`config.mk`:
```
export PLATFORM = sky130hd
export DESIGN_NAME = sobel_gradient_pipe_flat
export DESIGN_NICKNAME = d
export VERILOG_FILES = /design/src/rtl/sobel_gradient_pipe_if.sv /design/src/rtl/sobel_gradient_pipe.sv /design/src/flat_wrapper.sv
export SDC_FILE = /design/constraint.sdc
export NUM_CORES = 1
export LEC_CHECK = 0
export ABC_AREA = 1
export CAP_MARGIN = 40
export CORE_AREA = 2 2 241 243
export CTS_CLUSTER_DIAMETER = 80
export CTS_CLUSTER_SIZE = 25
export DETAILED_ROUTE_END_ITERATION = 16
export DIE_AREA = 0 0 243 245
export HOLD_SLACK_MARGIN = 0.03
export PLACE_DENSITY = 0.84
export SKIP_LAST_GASP = 1
export SLEW_MARGIN = 20
export SYNTH_ARGS = -nofsm -noshare
export SYNTH_HDL_FRONTEND = slang
export SYNTH_SLANG_ARGS = --single-unit
```
`constraint.sdc`:
```
create_clock -name clk -period 4.4 [get_ports clk]
set_input_delay 0.44 -clock clk [delete_from_list [all_inputs] [get_ports clk]]
set_output_delay 0.44 -clock clk [all_outputs]
set_load 0.02 [all_outputs]
```
`src/rtl/sobel_gradient_pipe_if.sv`:
```
`default_nettype none
// +----------------------------------------------------------------------------+
// | Module   : sobel_gradient_pipe_if                                          |
// | Brief    : Window-in / gradient-out handshake bundle for the Sobel pipe.   |
// | Revision : 1.0                                                             |
// +----------------------------------------------------------------------------+
interface sobel_gradient_pipe_if #(
    parameter int DATA_W = 24,
    parameter int CNT_W  = 32
);
    localparam int GW = DATA_W + 3;

    logic                  in_valid;
    logic                  in_ready;
    logic [9*DATA_W-1:0]   in_win;
    logic                  in_last;
    logic [1:0]            mode;
    logic [GW-1:0]         threshold;
    logic                  cnt_clear;
    logic                  out_valid;
    logic                  out_ready;
    logic [GW-1:0]         out_gx;
    logic [GW-1:0]         out_gy;
    logic [GW-1:0]         out_mag;
    logic [DATA_W-1:0]     out_pix;
    logic                  out_edge;
    logic                  out_last;
    logic [CNT_W-1:0]      edge_count;

    modport master (
        output in_valid, in_win, in_last, mode, threshold, cnt_clear, out_ready,
        input  in_ready, out_valid, out_gx, out_gy, out_mag, out_pix, out_edge,
               out_last, edge_count
    );

    modport slave (
        input  in_valid, in_win, in_last, mode, threshold, cnt_clear, out_ready,
        output in_ready, out_valid, out_gx, out_gy, out_mag, out_pix, out_edge,
               out_last, edge_count
    );
endinterface
`default_nettype wire

```
`src/rtl/sobel_gradient_pipe.sv`:
```
`default_nettype none
// +----------------------------------------------------------------------------+
// | Module   : sobel_gradient_pipe                                             |
// | Brief    : 3-stage Sobel gradient/magnitude pipeline with edge counting.   |
// | Revision : 1.0                                                             |
// +----------------------------------------------------------------------------+
module sobel_gradient_pipe #(
    parameter int DATA_W = 24,
    parameter int CNT_W  = 32
) (
    input  logic                    clk,
    input  logic                    rst_n,
    sobel_gradient_pipe_if.slave    bus
);
    localparam int GW = DATA_W + 3;
    localparam int SW = DATA_W + 2;

    logic [DATA_W-1:0] w_p [9];

    generate
        for (genvar k = 0; k < 9; k++) begin : g_pix
            assign w_p[k] = bus.in_win[k*DATA_W +: DATA_W];
        end
    endgenerate

    logic [SW-1:0] w_right, w_left, w_bot, w_top;
    assign w_right = {2'b00, w_p[2]} + {1'b0, w_p[5], 1'b0} + {2'b00, w_p[8]};
    assign w_left  = {2'b00, w_p[0]} + {1'b0, w_p[3], 1'b0} + {2'b00, w_p[6]};
    assign w_bot   = {2'b00, w_p[6]} + {1'b0, w_p[7], 1'b0} + {2'b00, w_p[8]};
    assign w_top   = {2'b00, w_p[0]} + {1'b0, w_p[1], 1'b0} + {2'b00, w_p[2]};

    logic                r_s1_valid, r_s2_valid, r_s3_valid, r_rdy_en;
    logic [SW-1:0]       r_s1_right, r_s1_left, r_s1_bot, r_s1_top;
    logic [1:0]          r_s1_mode, r_s2_mode;
    logic [GW-1:0]       r_s1_thr, r_s2_thr;
    logic                r_s1_last, r_s2_last, r_s3_last;
    logic signed [GW-1:0] r_s2_gx, r_s2_gy;
    logic [GW-1:0]       r_s3_gx, r_s3_gy, r_s3_mag;
    logic [DATA_W-1:0]   r_s3_pix;
    logic                r_s3_edge;
    logic [CNT_W-1:0]    r_cnt;

    // A stage may move forward whenever its successor is empty or moving, so bubbles collapse.
    logic w_adv1, w_adv2, w_adv3, w_in_ready, w_in_fire, w_out_fire;
    assign w_adv3     = !r_s3_valid || bus.out_ready;
    assign w_adv2     = w_adv3 || !r_s2_valid;
    assign w_adv1     = w_adv2 || !r_s1_valid;
    assign w_in_ready = r_rdy_en && !(r_s3_valid && !bus.out_ready);
    assign w_in_fire  = bus.in_valid && w_in_ready;
    assign w_out_fire = r_s3_valid && bus.out_ready;

    function automatic logic [DATA_W-1:0] f_sat(input logic [GW-1:0] x);
        f_sat = (|x[GW-1:DATA_W]) ? {DATA_W{1'b1}} : x[DATA_W-1:0];
    endfunction

    logic [GW-1:0]     w_abs_gx, w_abs_gy, w_mag;
    logic              w_edge;
    logic [DATA_W-1:0] w_pix;
    assign w_abs_gx = r_s2_gx[GW-1] ? $unsigned(-r_s2_gx) : $unsigned(r_s2_gx);
    assign w_abs_gy = r_s2_gy[GW-1] ? $unsigned(-r_s2_gy) : $unsigned(r_s2_gy);
    assign w_mag    = w_abs_gx + w_abs_gy;
    assign w_edge   = (w_mag >= r_s2_thr);

    always_comb begin
        w_pix = '0;
        case (r_s2_mode)
            2'd0:    w_pix = f_sat(w_abs_gx);
            2'd1:    w_pix = f_sat(w_abs_gy);
            2'd2:    w_pix = f_sat(w_mag);
            default: w_pix = w_edge ? {DATA_W{1'b1}} : {DATA_W{1'b0}};
        endcase
    end

    always_ff @(posedge clk or negedge rst_n) begin
        if (!rst_n) begin
            r_rdy_en   <= 1'b0;
            r_s1_valid <= 1'b0;
            r_s1_right <= '0;
            r_s1_left  <= '0;
            r_s1_bot   <= '0;
            r_s1_top   <= '0;
            r_s1_mode  <= '0;
            r_s1_thr   <= '0;
            r_s1_last  <= 1'b0;
            r_s2_valid <= 1'b0;
            r_s2_gx    <= '0;
            r_s2_gy    <= '0;
            r_s2_mode  <= '0;
            r_s2_thr   <= '0;
            r_s2_last  <= 1'b0;
            r_s3_valid <= 1'b0;
            r_s3_gx    <= '0;
            r_s3_gy    <= '0;
            r_s3_mag   <= '0;
            r_s3_pix   <= '0;
            r_s3_edge  <= 1'b0;
            r_s3_last  <= 1'b0;
            r_cnt      <= '0;
        end else begin
            r_rdy_en <= 1'b1;
            if (w_adv1) begin
                r_s1_valid <= w_in_fire;
                if (w_in_fire) begin
                    r_s1_right <= w_right;
                    r_s1_left  <= w_left;
                    r_s1_bot   <= w_bot;
                    r_s1_top   <= w_top;
                    r_s1_mode  <= bus.mode;
                    r_s1_thr   <= bus.threshold;
                    r_s1_last  <= bus.in_last;
                end
            end
            if (w_adv2) begin
                r_s2_valid <= r_s1_valid;
                if (r_s1_valid) begin
                    r_s2_gx   <= $signed({1'b0, r_s1_right}) - $signed({1'b0, r_s1_left});
                    r_s2_gy   <= $signed({1'b0, r_s1_bot}) - $signed({1'b0, r_s1_top});
                    r_s2_mode <= r_s1_mode;
                    r_s2_thr  <= r_s1_thr;
                    r_s2_last <= r_s1_last;
                end
            end
            if (w_adv3) begin
                r_s3_valid <= r_s2_valid;
                if (r_s2_valid) begin
                    r_s3_gx   <= $unsigned(r_s2_gx);
                    r_s3_gy   <= $unsigned(r_s2_gy);
                    r_s3_mag  <= w_mag;
                    r_s3_pix  <= w_pix;
                    r_s3_edge <= w_edge;
                    r_s3_last <= r_s2_last;
                end
            end
            // Clear wins over a same-cycle edge so that edge is dropped.
            if (bus.cnt_clear)
                r_cnt <= '0;
            else if (w_out_fire && r_s3_edge)
                r_cnt <= r_cnt + CNT_W'(1);
        end
    end

    assign bus.in_ready   = w_in_ready;
    assign bus.out_valid  = r_s3_valid;
    assign bus.out_gx     = r_s3_valid ? r_s3_gx   : '0;
    assign bus.out_gy     = r_s3_valid ? r_s3_gy   : '0;
    assign bus.out_mag    = r_s3_valid ? r_s3_mag  : '0;
    assign bus.out_pix    = r_s3_valid ? r_s3_pix  : '0;
    assign bus.out_edge   = r_s3_valid && r_s3_edge;
    assign bus.out_last   = r_s3_valid && r_s3_last;
    assign bus.edge_count = r_cnt;
endmodule
`default_nettype wire

```
`src/flat_wrapper.sv`:
```
// flat-port wrapper written by rule: the top's interface ports become plain ports
module sobel_gradient_pipe_flat 
#(
    parameter int DATA_W = 24,
    parameter int CNT_W  = 32
)
  (clk, rst_n, bus_in_valid, bus_in_win, bus_in_last, bus_mode, bus_threshold, bus_cnt_clear, bus_out_ready, bus_in_ready, bus_out_valid, bus_out_gx, bus_out_gy, bus_out_mag, bus_out_pix, bus_out_edge, bus_out_last, bus_edge_count);
  sobel_gradient_pipe_if #(.DATA_W(DATA_W), .CNT_W(CNT_W)) bus_i ();
  input  logic clk;
  input  logic rst_n;
  input wire logic [$bits(bus_i.in_valid)-1:0] bus_in_valid;
  input wire logic [$bits(bus_i.in_win)-1:0] bus_in_win;
  input wire logic [$bits(bus_i.in_last)-1:0] bus_in_last;
  input wire logic [$bits(bus_i.mode)-1:0] bus_mode;
  input wire logic [$bits(bus_i.threshold)-1:0] bus_threshold;
  input wire logic [$bits(bus_i.cnt_clear)-1:0] bus_cnt_clear;
  input wire logic [$bits(bus_i.out_ready)-1:0] bus_out_ready;
  output wire logic [$bits(bus_i.in_ready)-1:0] bus_in_ready;
  output wire logic [$bits(bus_i.out_valid)-1:0] bus_out_valid;
  output wire logic [$bits(bus_i.out_gx)-1:0] bus_out_gx;
  output wire logic [$bits(bus_i.out_gy)-1:0] bus_out_gy;
  output wire logic [$bits(bus_i.out_mag)-1:0] bus_out_mag;
  output wire logic [$bits(bus_i.out_pix)-1:0] bus_out_pix;
  output wire logic [$bits(bus_i.out_edge)-1:0] bus_out_edge;
  output wire logic [$bits(bus_i.out_last)-1:0] bus_out_last;
  output wire logic [$bits(bus_i.edge_count)-1:0] bus_edge_count;
  assign bus_i.in_valid = bus_in_valid;
  assign bus_i.in_win = bus_in_win;
  assign bus_i.in_last = bus_in_last;
  assign bus_i.mode = bus_mode;
  assign bus_i.threshold = bus_threshold;
  assign bus_i.cnt_clear = bus_cnt_clear;
  assign bus_i.out_ready = bus_out_ready;
  assign bus_in_ready = bus_i.in_ready;
  assign bus_out_valid = bus_i.out_valid;
  assign bus_out_gx = bus_i.out_gx;
  assign bus_out_gy = bus_i.out_gy;
  assign bus_out_mag = bus_i.out_mag;
  assign bus_out_pix = bus_i.out_pix;
  assign bus_out_edge = bus_i.out_edge;
  assign bus_out_last = bus_i.out_last;
  assign bus_edge_count = bus_i.edge_count;
  sobel_gradient_pipe #(.DATA_W(DATA_W), .CNT_W(CNT_W)) u_core (.clk(clk), .rst_n(rst_n), .bus(bus_i));
endmodule
```
==> results of run 1 <==
[cells in the mapped netlist (6+ instances only)]
| cell | number | share of area [%] |
|---|---|---|
| nor2_4 | 6 | 0.23 |
| nand3_1 | 228 | 3.9 |
| nand4_1 | 58 | 1.2 |
| a21o_1 | 26 | 0.67 |
| a31oi_1 | 14 | 0.30 |
| ha_1 | 208 | 8.9 |
| a21oi_1 | 211 | 3.6 |
| inv_1 | 550 | 7.1 |
| buf_6 | 6 | 0.23 |
| nand2_1 | 1127 | 14 |
| nand3_2 | 9 | 0.31 |
| o21bai_1 | 21 | 0.54 |
| nor3_1 | 55 | 0.94 |
| dfrtp_1 | 361 | 31 |
| nor2_1 | 217 | 2.8 |
| or2_2 | 50 | 1.1 |
| xor2_1 | 96 | 2.9 |
| nand2_2 | 16 | 0.34 |
| nor4_1 | 21 | 0.45 |
| o21ai_1 | 20 | 0.34 |
| o211ai_1 | 7 | 0.18 |
| o21a_1 | 12 | 0.31 |
| buf_2 | 28 | 0.48 |
| nor2_2 | 11 | 0.24 |
| xnor2_1 | 36 | 1.1 |
| a221oi_1 | 7 | 0.21 |
| nand3b_1 | 32 | 0.82 |
| a211oi_1 | 11 | 0.28 |
| inv_2 | 12 | 0.15 |
| o21ai_0 | 342 | 5.9 |
| buf_4 | 8 | 0.21 |
| o31ai_1 | 6 | 0.15 |
| fa_1 | 99 | 6.8 |
| clkbuf_1 | 60 | 0.77 |
[per-layer routing]
metal  routed length (um)  GRT usage, %
met4                 5160          14.2
met5                   12             0
met2                47700          55.8
met1                41200          42.4
met3                 6270          3.55
[path summary, 6_finish.rpt]
kind | to | cells after the start | from
min in group asynchronous | u_core.r_s2_gx[0]$_DFFE_PN0P_ | 2 | rst_n
worst max register to register | u_core.r_s3_pix[19]$_DFFE_PN0P_ | 35 | u_core.r_s2_gx[3]$_DFFE_PN0P_
worst min-delay path | u_core.r_s1_thr[16]$_DFFE_PN0P_ | 3 | bus_threshold[16]
worst max-delay path | u_core.r_s3_pix[19]$_DFFE_PN0P_ | 35 | u_core.r_s2_gx[3]$_DFFE_PN0P_
max in group asynchronous | u_core.bus.out_valid$_DFFE_PN0N_ | 3 | rst_n
worst min register to register | u_core.r_s3_gx[16]$_DFFE_PN0P_ | 2 | u_core.r_s3_gx[16]$_DFFE_PN0P_
[worst max-delay path: cells and delay by family, from the launching register on]
kind,cells,cell delay (ns)
and+or+nand+nor,21,2.02
buffers and inverters,8,0.75
adders and majority gates,2,0.50
DFF,1,0.47
AOI/OAI and AO/OA,3,0.37
xor gates and xnor gates,1,0.13
[where the power goes]
group	switching, W	internal (W)	total, W
registers	0.000803	0.00451	0.00532
logic	0.0154	0.0114	0.0268
clock network	0.00118	0.000901	0.00208
total	0.0174	0.0168	0.0342
[layout make-up]
type	instances	area, um^2
Inverter	567	2130
Fill cell	4911	19900
Sequential cell	361	9040
Clock buffer	23	533
Timing Repair Buffer	627	5810
Multi-Input combinational cell	2986	18600
Clock inverter	7	75.1
Tap cell	765	957
[sequential cells by signal, indices dropped and copies added, names as in the netlist, 2 cells and up]
register               flops
u_core.bus.edge_count     32
u_core.r_s1_thr           27
u_core.r_s2_gx            27
u_core.r_s2_gy            27
u_core.r_s2_thr           27
u_core.r_s3_gx            27
u_core.r_s3_gy            27
u_core.r_s3_mag           27
u_core.r_s1_bot           26
u_core.r_s1_left          26
u_core.r_s1_right         26
u_core.r_s1_top           26
u_core.r_s3_pix           24
u_core.r_s1_mode           2
u_core.r_s2_mode           2
[repair_timing]
item	in CTS	in global routing
pin swaps	36	93
resized for setup	89	150
cloned	1	1
setup buffers	24	24
hold buffers	1	0
endpoints found under the setup margin	24	25
hold endpoints to repair	90	0
[per-stage QoR]
stage,util [%],power [W],cell area [um^2]
2_1_floorplan,-,0.0185,29300
3_3_place_gp,61.4,0.0275,35000
3_5_place_dp,61.5,0.0280,35100
4_1_cts,63.6,0.0312,36300
5_1_grt,65.1,0.0367,37100
6_report,65.1,0.0342,37100
[cell families after synthesis]
logic type	count (synthesis)	synth area share, %
xor+xnor	132	3.95
flops	361	30.9
buf+inv	674	9.05
other cells	1	0.0128
fa+ha+maj	307	15.7
compound gates	700	13.1
simple gates	1846	27.4
==> flow_summary_export.csv, run 1 <==
group,metric,value,unit
synth,synthCells,4021,
timing,fin_crit_sh,99.7,%
cells_and_area,final_cell_mix,"nand2_1, inv_1, clkdlybuf4s50_1",
timing,fmax,228,MHz
synth,synth.yosys.seq_area_share,30.9,%
cts,clock-sinks,361,
cts,clk_path_buf_depth,3,
floorplanning,die_area,59500,um^2
synth,yosys_register_bits,361,
synth,synth_area_per_cell,7.28,um^2
critical_path,end_kind,"register",
routing,via_per_inst,5.47,
cts,root_buffer,"clkbuf_16",
timing,timing.setup.tns,0,ns
routing,drtAntennaViolNets,0,
cells_and_area,final_common_cell,"nand2_1",
synth,synth_edf_count,0,
floorplanning,die_width,243,um
critical_path,cp_slowest_cell,"dfrtp_1",
timing,setup_ws,0.0143,ns
timing,worst_pin_slew,0.776,ns
min_path,hold_path_class,"in -> reg",
critical_path,slowest_delay,0.47,ns
critical_path,critPathRequiredTime,4.85,ns
synth,ys_warn_count,0,
placed_design,placedCellCount,5256,
floorplanning,num_io_pins,392,
synth,synth_ff_type,"dfrtp_1",
power_and_ir_drop,p_leak,18.3,nW
critical_path,r2r_slack,0.01,ns
routing,wire_per_inst,18.8,um
cts,numCtsBuffers,20,
placed_design,dpl.hpwl,81.6,mm
routing,first_iter_violations,2497,
grt,grt_start_max_net_pins,114,
critical_path,arrival,4.84,ns
timing,hold_violations,0,
grt,grt.overflow.total,0,
synth,netlist-cell-type-count,59,
synth,syn_nets,4579,
synth,synthArstFlopShare,100,%
timing,maxSlewHeadroom,47.8,%
timing,rsz0062_at_grt,"yes",
timing,clock_skew,0.0362,ns
cells_and_area,layout-drive-gt1-share,12.9,%
power_and_ir_drop,irDropWorstVdd,0.681,mV
critical_path,crit_type,"reg -> reg",
cells_and_area,nets,5121,
grt,grt_antenna_before_repair,1,
cells_and_area,area_growth,26.9,%
timing,fin_worst_hold_slack,0.428,ns
timing,finalCriticalPeriod,4.39,ns
outcome,status,"finished clean",
synth,syn_area,29300,um^2
cts,path_clk_slew,0.09,ns
grt,track_usage,32.8,%
cells_and_area,final_cells,5336,
routing,firstDrtPassIters,6,
placed_design,post-place-ws,-0.160,ns
cts,htree_levels,1,
run,max-cap-violations,0,
floorplanning,die_y,245,um
placed_design,port_buffers,367,
floorplanning,core,57000,um^2
routing,drt-total-wl,100,mm
cells_and_area,antenna_cells,0,
timing,final-setup-viol-count,0,
power_and_ir_drop,power_density,920,nW/um^2
cts,clock_latency,0.58,ns
critical_path,crit_path_start_kind,"register",
floorplanning,start_util,51.3,%
grt,grt_pass1_vias,27774,
timing,slew_viol_final,0,
grt,grt_pass1_wl,154,mm
placed_design,globalplace.congestion,1.01,
routing,drc,0,
routing,via_count,29181,
cts,cts_tree,"done",
critical_path,crit_fanout,6,
floorplanning,core.rowCount,88,
(Power assumes the default switching activity.)
==> run 2: changes to the inputs <==
--- a/config.mk
+++ b/config.mk
@@ -7,11 +7,11 @@
 export LEC_CHECK = 0
 export ABC_AREA = 1
 export CAP_MARGIN = 40
-export CORE_AREA = 2 2 241 243
+export CORE_AREA = 2 2 254 231
 export CTS_CLUSTER_DIAMETER = 80
 export CTS_CLUSTER_SIZE = 25
 export DETAILED_ROUTE_END_ITERATION = 16
-export DIE_AREA = 0 0 243 245
+export DIE_AREA = 0 0 256 233
 export HOLD_SLACK_MARGIN = 0.03
 export PLACE_DENSITY = 0.84
 export SKIP_LAST_GASP = 1
==> run 2 against run 1 <==
Compared with the run above: the run now ends with setup timing left; cell area is 0.34% higher; utilization is 0.49 points higher; clock skew is 0.0017 ns higher; total power is 0.34% higher; critical path depth is 10 lower; wire length is 2.2% lower; register-to-register slack worse by 0.11 ns; first-iteration DRC count is 6.0% higher; sequential power hardly changed; critical endpoint is now u_core.r_s3_pix[18]$_DFFE_PN0P_; critical path type unchanged.
==> flow_summary_export.csv, run 2 (same netlist as run 1, synthesis figures left out) <==
group,metric,value,unit
floorplanning,die_y,233,um
placed_design,globalplace.congestion,1.03,
run,max-cap-violations,0,
power_and_ir_drop,power_density,920,nW/um^2
timing,slew_viol_final,0,
critical_path,crit_type,"reg -> reg",
critical_path,critPathRequiredTime,4.87,ns
placed_design,port_buffers,367,
grt,grt_pass1_vias,27722,
critical_path,crit_fanout,6,
power_and_ir_drop,switching_share,50.8,%
cells_and_area,layout-drive-gt1-share,12.9,%
cells_and_area,fin_util,65.6,%
routing,firstDrtPassIters,5,
timing,fmax,222,MHz
timing,worst_pin_slew,0.861,ns
routing,drt-total-wl,98.1,mm
cells_and_area,final_cell_mix,"nand2_1, inv_1, clkdlybuf4s50_1",
floorplanning,core,56800,um^2
placed_design,dpl.hpwl,79.4,mm
critical_path,end_kind,"register",
cts,clock-sinks,361,
floorplanning,num_io_pins,392,
cells_and_area,final_common_cell,"nand2_1",
cts,clk_path_buf_depth,3,
timing,clock_skew,0.0379,ns
cts,root_buffer,"clkbuf_16",
routing,top_layer,"met4",
power_and_ir_drop,switching_power,0.0174,W
cells_and_area,largest_reg_flops,32,
timing,hold_violations,0,
routing,wire_per_inst,18.3,um
cts,cts_tree,"done",
floorplanning,die_width,256,um
placed_design,dpl_cell_area,35200,um^2
placed_design,placedCellCount,5267,
grt,grt.overflow.total,0,
timing,rsz0062_at_grt,"yes",
routing,drtAntennaViolNets,0,
power_and_ir_drop,p_leak,18.5,nW
cells_and_area,fin_area,37300,um^2
critical_path,crit_path_start_kind,"register",
power_and_ir_drop,intPower,0.0169,W
timing,maxSlewHeadroom,42.6,%
floorplanning,die_area,59600,um^2
placed_design,post-place-ws,-0.250,ns
outcome,status,"complete, but fails checks",
grt,track_usage,32.2,%
routing,first_iter_violations,2648,
routing,wl_met2,44.2,mm
grt,grt_start_max_net_pins,158,
critical_path,cpMostUsedCell,"nand2_1",
routing,wl_met1,43.1,mm
grt,grt_antenna_before_repair,1,
routing,wl_met3,6.14,mm
power_and_ir_drop,irDropWorstVdd,0.672,mV
outcome,violations,"setup timing",
critical_path,slowest_delay,0.40,ns
floorplanning,start_util,51.5,%
power_and_ir_drop,comb_power_share,77.4,%
timing,finalCriticalPeriod,4.50,ns
power_and_ir_drop,p_total,0.0343,W
cells_and_area,nets,5132,
cts,clock_latency,0.57,ns
grt,grt_pass1_wl,152,mm
timing,final-setup-viol-count,13,
cells_and_area,area_growth,27.4,%
cells_and_area,final_cells,5353,
cts,numCtsBuffers,23,
routing,via_count,29208,
timing,fin_crit_sh,102,%
critical_path,cp_slowest_cell,"dfrtp_1",
min_path,hold_path_class,"in -> reg",
timing,setup_ws,-0.0958,ns
cells_and_area,fill_cells,4961,
cells_and_area,multiInputGateArea,18400,um^2
power_and_ir_drop,p_seq_share,15.5,%
cts,path_clk_slew,0.10,ns
routing,via_per_inst,5.46,
critical_path,arrival,4.97,ns
floorplanning,core.rowCount,83,
cells_and_area,regArea,9040,um^2
cts,htree_levels,1,
routing,drc,0,
power_and_ir_drop,pwr-share-clk,7.1,%
## run 2: cell types whose count changed in the layout (fill, tap and decap cells not counted), moves of 4 or more
| cell | delta |
|---|---|
| nand2_2 | -5 |
| ha_4 | -6 |
| buf_12 | +4 |
| nand2_1 | +5 |
| nand3_2 | +8 |
| buf_6 | -5 |
| inv_1 | +9 |
| nand3_1 | -5 |
| nor2_4 | -4 |
| ha_1 | +7 |
| inv_2 | -10 |
| buf_4 | +9 |
## run 2: final timing paths
| path | to | slack (ns) | startpoint | depth (start not counted) |
|---|---|---|---|---|
| worst max-delay path | u_core.r_s3_pix[18]$_DFFE_PN0P_ | -0.1 | u_core.r_s2_gx[0]$_DFFE_PN0P_ | 25 |
| worst min-delay path | u_core.r_s1_thr[0]$_DFFE_PN0P_ | 0.39 | bus_threshold[0] | 3 |
| worst max register to register | u_core.r_s3_pix[18]$_DFFE_PN0P_ | -0.1 | u_core.r_s2_gx[0]$_DFFE_PN0P_ | 25 |
| worst min register to register | u_core.r_s3_last$_DFFE_PN0P_ | 0.48 | u_core.r_s3_last$_DFFE_PN0P_ | 2 |
| max in group asynchronous | u_core.r_s1_bot[24]$_DFFE_PN0P_ | 2.80 | rst_n | 3 |
| min in group asynchronous | u_core.r_s3_gx[8]$_DFFE_PN0P_ | 0.54 | rst_n | 2 |
## run 2: cell type report
class                           instances  share of cell area [%]
Antenna cell                            1                 0.00672
Clock buffer                           25                    1.59
Clock inverter                         13                   0.534
Inverter                              567                    5.73
Multi-Input combinational cell       2986                    49.5
Sequential cell                       361                    24.3
Tap cell                              765                    2.57
Timing Repair Buffer                  635                    15.8
## run 2: power groups by stage
stage / Sequential, W / Combinational, W / Clock (W)
after global routing: 0.00544 / 0.0288 / 0.00258
after CTS: 0.00526 / 0.0242 / 0.00244
after floorplan: 0.00510 / 0.0134 / 0
final: 0.00532 / 0.0265 / 0.00243
after detailed placement: 0.00533 / 0.0231 / 0
after global placement: 0.00528 / 0.0228 / 0
## run 2: timing repair
| action | 4_1_cts | 5_1_grt |
|---|---|---|
| pin swaps | 9 | 101 |
| setup buffers | 29 | 16 |
| hold buffers | 1 | 0 |
| resized for setup | 60 | 147 |
| hold endpoints to repair | 104 | 0 |
| setup endpoints to repair | 25 | 25 |
| gates cloned | 2 | 1 |
## run 2: metal layers
metal | global-route usage (%) | up-vias
met5 | 0 | -
met4 | 13.7 | 0
met3 | 3.51 | 203
met2 | 52.0 | 1115
met1 | 44.3 | 13772
li1 | - | 14118
## run 2: worst max-delay path: cells and delay by family, from the launching register on
family	cells	cell delay, ns
AOI/OAI and AO/OA	5	0.76
xor gates and xnor gates	2	0.64
buffers and inverters	6	0.68
and+or+nand+nor	10	1.25
adders and majority gates	2	0.67
DFF	1	0.40
## run 2: through the flow
step | hold WS [ns] | setup TNS [ns]
2_1_floorplan | 0.144 | 0
3_3_place_gp | 0.458 | -1.94
3_5_place_dp | 0.463 | -5.50
4_1_cts | 0.382 | -0.0599
5_1_grt | 0.383 | -6.39
6_report | 0.392 | -0.463
